<file path="src/rtl/parking_gate_arbiter.sv">
// Shared entry/exit barrier arbiter with occupancy tracking and auth/open-window timeouts.
// Define PARK_EXIT_PRIO_EN for fixed exit-over-entry priority instead of round-robin.
module parking_gate_arbiter #(
  parameter int unsigned CAPACITY    = 8,
  parameter int unsigned CNT_W       = 4,
  parameter int unsigned AUTH_CYCLES = 32,
  parameter int unsigned OPEN_CYCLES = 16
) (
  input  logic             clk,
  input  logic             reset,
  input  logic             ent_req,
  input  logic             exit_req,
  input  logic             auth_ok,
  input  logic             gate_pass,
  output logic             ent_grant,
  output logic             exit_grant,
  output logic             gate_open,
  output logic [CNT_W-1:0] occupancy,
  output logic             full,
  output logic             empty,
  output logic             timeout
);

  localparam int unsigned MaxCycles = (AUTH_CYCLES > OPEN_CYCLES) ? AUTH_CYCLES : OPEN_CYCLES;
  localparam int unsigned TmrW      = $clog2(MaxCycles) + 1;

  localparam logic [CNT_W-1:0] Cap      = CNT_W'(CAPACITY);
  localparam logic [TmrW-1:0]  AuthLast = TmrW'(AUTH_CYCLES - 1);
  localparam logic [TmrW-1:0]  OpenLast = TmrW'(OPEN_CYCLES - 1);

  typedef enum logic [1:0] {StIdle, StEntAuth, StEntOpen, StExitOpen} state_e;

  state_e          state_q;
  logic [TmrW-1:0] timer_q;
  logic            ent_ok;
  logic            exit_ok;
  logic            ent_wins;

  assign ent_ok  = ent_req & ~full;
  assign exit_ok = exit_req & ~empty;

`ifdef PARK_EXIT_PRIO_EN
  assign ent_wins = ent_ok & ~exit_ok;
`else
  logic last_exit_q;  // last_served == EXIT, so entrance wins the next tie
  assign ent_wins = ent_ok & (~exit_ok | last_exit_q);
`endif

  always_ff @(posedge clk or negedge reset) begin
    if (!reset) begin
      state_q    <= StIdle;
      timer_q    <= '0;
      occupancy  <= '0;
      full       <= 1'b0;
      empty      <= 1'b1;
      ent_grant  <= 1'b0;
      exit_grant <= 1'b0;
      gate_open  <= 1'b0;
      timeout    <= 1'b0;
`ifndef PARK_EXIT_PRIO_EN
      last_exit_q <= 1'b1;
`endif
    end else begin
      timeout <= 1'b0;
      unique case (state_q)
        StIdle: begin
          timer_q <= '0;
          if (ent_wins) begin
            state_q   <= StEntAuth;
            ent_grant <= 1'b1;
`ifndef PARK_EXIT_PRIO_EN
            last_exit_q <= 1'b0;
`endif
          end else if (exit_ok) begin
            state_q    <= StExitOpen;
            exit_grant <= 1'b1;
            gate_open  <= 1'b1;
`ifndef PARK_EXIT_PRIO_EN
            last_exit_q <= 1'b1;
`endif
          end
        end
        StEntAuth: begin
          if (auth_ok) begin
            state_q   <= StEntOpen;
            gate_open <= 1'b1;
            timer_q   <= '0;
          end else if (!ent_req || timer_q == AuthLast) begin
            // A vehicle that backs away is not a timeout.
            state_q   <= StIdle;
            ent_grant <= 1'b0;
            timer_q   <= '0;
            timeout   <= ent_req;
          end else begin
            timer_q <= timer_q + 1'b1;
          end
        end
        StEntOpen, StExitOpen: begin
          if (gate_pass || timer_q == OpenLast) begin
            state_q    <= StIdle;
            ent_grant  <= 1'b0;
            exit_grant <= 1'b0;
            gate_open  <= 1'b0;
            timer_q    <= '0;
            timeout    <= ~gate_pass;
            if (gate_pass) begin
              // Saturating guards kept even though full/empty already gate the grants.
              if (state_q == StEntOpen) begin
                if (occupancy < Cap) begin
                  occupancy <= occupancy + 1'b1;
                  full      <= (occupancy + 1'b1 == Cap);
                  empty     <= 1'b0;
                end
              end else if (occupancy != '0) begin
                occupancy <= occupancy - 1'b1;
                full      <= 1'b0;
                empty     <= (occupancy == CNT_W'(1));
              end
            end
          end else begin
            timer_q <= timer_q + 1'b1;
          end
        end
        default: state_q <= StIdle;
      endcase
    end
  end

endmodule

</file>
<file path="config.mk">
export PLATFORM = sky130hd
export DESIGN_NAME = parking_gate_arbiter
export DESIGN_NICKNAME = d
export VERILOG_FILES = /design/src/rtl/parking_gate_arbiter.sv
export SDC_FILE = /design/constraint.sdc
export NUM_CORES = 1
export LEC_CHECK = 0
export ABC_AREA = 1
export CELL_PAD_IN_SITES_DETAIL_PLACEMENT = 1
export CELL_PAD_IN_SITES_GLOBAL_PLACEMENT = 1
export CORE_MARGIN = 2
export CORE_UTILIZATION = 32
export CTS_BUF_LIST = sky130_fd_sc_hd__clkbuf_8
export CTS_CLUSTER_SIZE = 12
export DETAILED_ROUTE_END_ITERATION = 8
export PLACE_DENSITY_LB_ADDON = 0.1
export SETUP_SLACK_MARGIN = 0.5
export SYNTH_ARGS = -nofsm -noshare
export SYNTH_HDL_FRONTEND = slang
export SYNTH_SLANG_ARGS = --single-unit
export TNS_END_PERCENT = 10
</file>
<file path="constraint.sdc">
create_clock -name clk -period 1.6 [get_ports clk]
set_input_delay 0.16 -clock clk [delete_from_list [all_inputs] [get_ports clk]]
set_output_delay 0.16 -clock clk [all_outputs]
set_load 0.03 [all_outputs]
</file>
After elaboration in Yosys (flattened, before gate mapping)
Cells that the tools add are included.

Word-level logic and storage cells: 88. Register bits: 19. Output and inout port bits: 10. Input bits: 6.

Reductions and logical operators: 15. Bitwise operators: 8. $lt $le $gt $ge: 1. Add/sub/neg operators: 3. Equal/unequal tests: 17. Multiplexer cells: 34.

Operators by type and width (count): 2-to-1 mux 6 bit (3); case mux 6 bit (3 select lines) (1); 2-to-1 mux 1 bit (17); != test 2 bit, second input constant (7); 2-to-1 mux 4 bit (3); AND reduction 4 bit (3); 2-to-1 mux 2 bit (5); adder 6 x 1 -> 6 bit, second input constant (1); == test 6 x 4 -> 1 bit, second input constant (1); == test 6 x 5 -> 1 bit, second input constant (1); != test 3 bit, second input constant (2); case mux 1 bit (3 select lines) (2); case mux 2 bit (3 select lines) (1); nonzero test 2 bit (3); AND reduction 5 bit (1); adder 4 x 1 -> 4 bit, second input constant (1); == test 2 bit, second input constant (2); == test 4 x 1 -> 1 bit, second input constant (1); == test 4 bit, second input constant (1); less-than comparator 4 bit, second input constant (1); inverter 1 bit (4); case mux 1 bit (2 select lines) (2); nonzero test 4 bit (1); subtractor 4 x 1 -> 4 bit, second input constant (1); 10 further kinds (13).

Logic depth before layout (Yosys ltp)
Word-level depth: 7. Mapped depth: 9. Gate-level depth less buffers: 9.

Least setup slack after synthesis
Ideal clock, no wire load.

Path type: register -> register. From: register occupancy[0]. To: register empty. Period minus slack after synthesis: 1.433 ns. Cell stages (with the launch flop): 8. Required time: 1.521 ns. Setup time: 0.079 ns. Data arrival time: 1.354 ns. Buffers on the path: 0. Setup slack: 0.167 ns. Path through: dfrtp_1 inv_1 ha_1 nand4_1 nand2_2 inv_2 nand3_1 o21ai_0.

Longest elaborated chain between the ends: 3. Elaborated cells on any way between the ends: 8. Those cells by class: order compare: 1; eq/ne: 2; mux: 2; reduce/logical: 3.

RTL lines: start: declaration (RTL line 18) `output logic [CNT_W-1:0] occupancy,`; start signal: assignment (RTL line 110) `occupancy <= occupancy + 1'b1;`; start signal: assignment (RTL line 115) `occupancy <= occupancy - 1'b1;`; less-than comparator 4 bit, or another cell as far along (RTL line 109) `if (occupancy < Cap) begin`; != test 2 x 1 -> 1 bit (no source line), or another cell as far along; AND reduction 5 bit (no source line) or 2-to-1 mux 1 bit (tied branches); end signal: assignment (RTL line 117) `empty <= (occupancy == CNT_W'(1));`; end: declaration (RTL line 20) `output logic empty,`.

Parallel ways exist; a longest one is shown, timed or not. The select of a mux whose other input is x is not followed. A chain may end at the register's enable or synchronous reset.

Final worst setup path
From: register timer_q[0]. To: register timer_q[5].

Longest elaborated chain between the ends: 5. Elaborated cells on any way between the ends: 9. Those cells by class: add/sub: 1; eq/ne: 2; mux: 4; reduce/logical: 2.

RTL lines: start: declaration (RTL line 34) `logic [TmrW-1:0] timer_q;`; start signal: assignment (RTL line 95) `timer_q <= timer_q + 1'b1;`; start signal: assignment (RTL line 121) `timer_q <= timer_q + 1'b1;`; parallel branches: the longest is 4 deep, another holds adder 6 x 1 -> 6 bit; case mux 6 bit (3 select lines) * (RTL line 65) `unique case (state_q)`.

Every way passes the cells marked *.

==> summary.md <==
| Metric | Value |
|---|---|
| Detailed-route via count | `976` |
| Max Clock Freq | `791.5 MHz` |
| Share of layout cells above drive strength 1 | `30.06%` |
| Routed WL | `2624 um` |
| Ranking of synthesized cells by area | `dfrtp_1, nand2_1, inv_1, nor2_1, ha_1` |
| Largest family of logic cells by synthesized area | `simple AND/OR/NAND/NOR gates` |
| Seq cells post-synth | `19` |
| Static leakage | `0.7526 nW` |
| Worst-margin pin slew | `0.3011 ns` |
| Grt total ovfl | `0` |
| Via density | `4.457` |
| Post-DP HPWL | `1910 um` |
| Final net count | `185` |
| Area added between synthesis and finish | `38.67%` |
| PortBufs | `15` |
| Core area | `3311 um^2` |
| DR iter-0 viols | `16` |
| Post-synth top area share | `38.90%` |
| Die H | `62.46 um` |
| Setup TNS | `0 ns` |
| Non-filler cells, final | `219` |
| Yosys Warn Count | `0` |
| GP Congestion | `0.7911` |
| Unique masters post-synth | `22` |
| Status | `finished, final reports clean` |
| Placed cell count | `204` |
| Min-delay worst type | `input port to async pin` |
| Std-Cell Rows | `21` |
| Initial antenna violation count | `0` |
| CTS tree | `done` |
| Kind of cell adding the most delay to the critical path | `simple AND/OR/NAND/NOR gates` |
| Power per cell area | `1701 nW/um^2` |
| Clk sinks | `19` |
| Starting Density | `33.03%` |
| Worst EP required | `1.74 ns` |
| CTS Hold Bufs | `0` |
| Highest ir drop seen on vdd | `765.3 uV` |
| Mux cell area share after synthesis | `0%` |
| Synth Area in Compound Gates | `7.437%` |
| Synth area leader | `dfrtp_1` |
| WHS | `0.2373 ns` |
| Clk root buf | `clkbuf_8` |
| Mapped Cells | `143` |
| Cell Area, Synth | `1094 um^2` |
| Slew Viols, Final | `0` |
| First-pass GRT wire length | `4581 um` |
| Reg2Reg Depth | `6` |
| Setup crit end kind | `flop` |
| Critical Path End | `timer_q[5]` |
| Htree depth | `1` |
| Final hold vios | `0` |
| Largest net degree at the start of global routing | `20` |
| Crit-path cells | `ha_4 > nand3_4 > nor2_4 > nor2_4 > nor2_4 > nor2_1` |
| Setup crit start kind | `flop` |
| Post-Synth Simple-Gate Area | `29.29%` |
| Ant diodes | `0` |
| Skew-Pair Late Insertion Delay | `0.25 ns` |
| Detail Route Antenna Nets | `0` |
| Fin crit period | `1.263 ns` |
| Adder-cell share of the synthesized area | `5.721%` |
| Final setup violation count | `0` |
| Clock buffer depth | `2` |
| Setup WS post-layout | `0.3366 ns` |
| Worst-path fanout max | `7` |
| Number of global-route vias before repair | `1026` |
| Worst R2R Start | `timer_q[0]` |
| Footprint of the multi-input gates | `598.1 um^2` |
| Slew headroom | `80.00%` |
| Syn Nets | `154` |
| Pwr Total | `2.580 mW` |
| Critical Path AT | `1.40 ns` |
| Dpl cell area | `1320 um^2` |
| Die area | `3901 um^2` |
| Slowest cell on crit path | `dfrtp_1` |
| CP startpoint | `timer_q[0]` |
| DRC viols | `0` |
| Worst path bufs/invs | `0` |
| Avg Cell Area, Syn | `7.647 um^2` |
| Clk slew on worst S/H paths | `0.07 ns` |
| Worst Skew | `0.002408 ns` |
| Sequential cell area fraction in the yosys report | `43.71%` |
| Fin crit share | `78.96%` |
| MaxCap Viol Count | `0` |
| First-pass DRT Iterations | `3` |
| Finished Core Util | `45.81%` |
| Crit path depth | `6` |
| Clock buffer count from CTS | `3` |
| Detailed-route wire length per cell | `11.98 um` |
| Post-synthesis xor/xnor area fraction | `4.805%` |
| Most used cell along the critical path | `nor2_4` |
| Die Width | `62.46 um` |
| Num ports | `16` |
| Crit path kind | `flop to flop` |
| Register Area | `484.2 um^2` |
| Worst R2R End | `timer_q[5]` |
| GRT Overall Usage | `14.86%` |
| R2r setup slk | `0.34 ns` |
| CP peak stage delay | `0.41 ns` |
| Final instance area | `1516 um^2` |
| Fillers | `425` |
| RSZ-0062 raised after global routing | `true` |
| DP Worst Slack | `0.1822 ns` |
-- power breakdown --
group          internal, mW  switching (mW)
Sequential            0.651           0.196
Clock                 0.173           0.160
Combinational         0.599           0.801
-- layout make-up --
class                   instances  share of cell area (%)
inverters                      25                   6.188
clock buffers                   3                   2.723
multi-input cells              98                   39.44
well taps                      46                   3.795
repair buffers                 27                   15.59
clock inverters                 1                  0.3300
flip-flops and latches         19                   31.93
-- sequential cells by signal, indices dropped and copies added, names as in the netlist --
name	count
timeout	1
occupancy	4
gate_open	1
empty	1
ent_grant	1
state_q	2
exit_grant	1
full	1
timer_q	6
last_exit_q	1
-- cells in the mapped netlist --
library cell / n
ha_1: 5
nand2_2: 1
xnor2_1: 2
o21ai_0: 9
xor2_1: 4
nor2_2: 1
o21ai_2: 1
nand3_1: 10
a21oi_1: 3
dfrtp_1: 17
o22ai_1: 2
dfstp_2: 2
nor2_1: 19
nand2_1: 33
inv_1: 23
inv_2: 2
clkbuf_2: 1
nor2_4: 2
nand4_1: 2
nor3_2: 1
nand3b_1: 1
nor3_1: 2
-- layout by cell type, fill, tap and decap left out, drive strengths merged --
master         Yosys  routed
clkbuf             1       3
a21oi              3       3
nand4              2       2
nand3             10      10
nor2              22      22
nand3b             1       1
inv               25      25
dfstp              2       2
buf                0      14
dlygate4sd2        0       6
o22ai              2       2
nand2             34      34
ha                 5       5
xnor2              2       2
clkdlybuf4s15      0       2
o21ai             10      10
clkinv             0       1
dfrtp             17      17
xor2               4       4
nor3               3       3
clkdlybuf4s50      0       5
-- layer usage --
metal	routed length (um)	global-route usage [%]	share of wire [%]
met5	0	0	0
met4	60	6.111	2.3
met3	94	3.423	3.6
met2	1353	26.34	52
met1	1115	17.16	42
-- logic make-up after synthesis --
group	Yosys count
simple gates	72
buf+inv	26
flops	19
compound gates	15
xor+xnor	6
fa+ha+maj	5
-- what timing repair did --
action	4_1_cts	5_1_grt
pin swaps	3	5
buffers inserted	7	4
setup endpoints to repair	29	28
endpoints found under the hold margin	0	0
gates resized for setup	35	10
-- worst min path at each step --
stage / startpoint / endpoint
detailed placement: ent_grant / ent_grant
CTS: reset / timer_q[5]
finish: reset / timeout
global placement: timer_q[0] / timer_q[0]
global route: reset / timer_q[5]
floorplan: reset / ent_grant
Power figures use the tool's default switching activity.
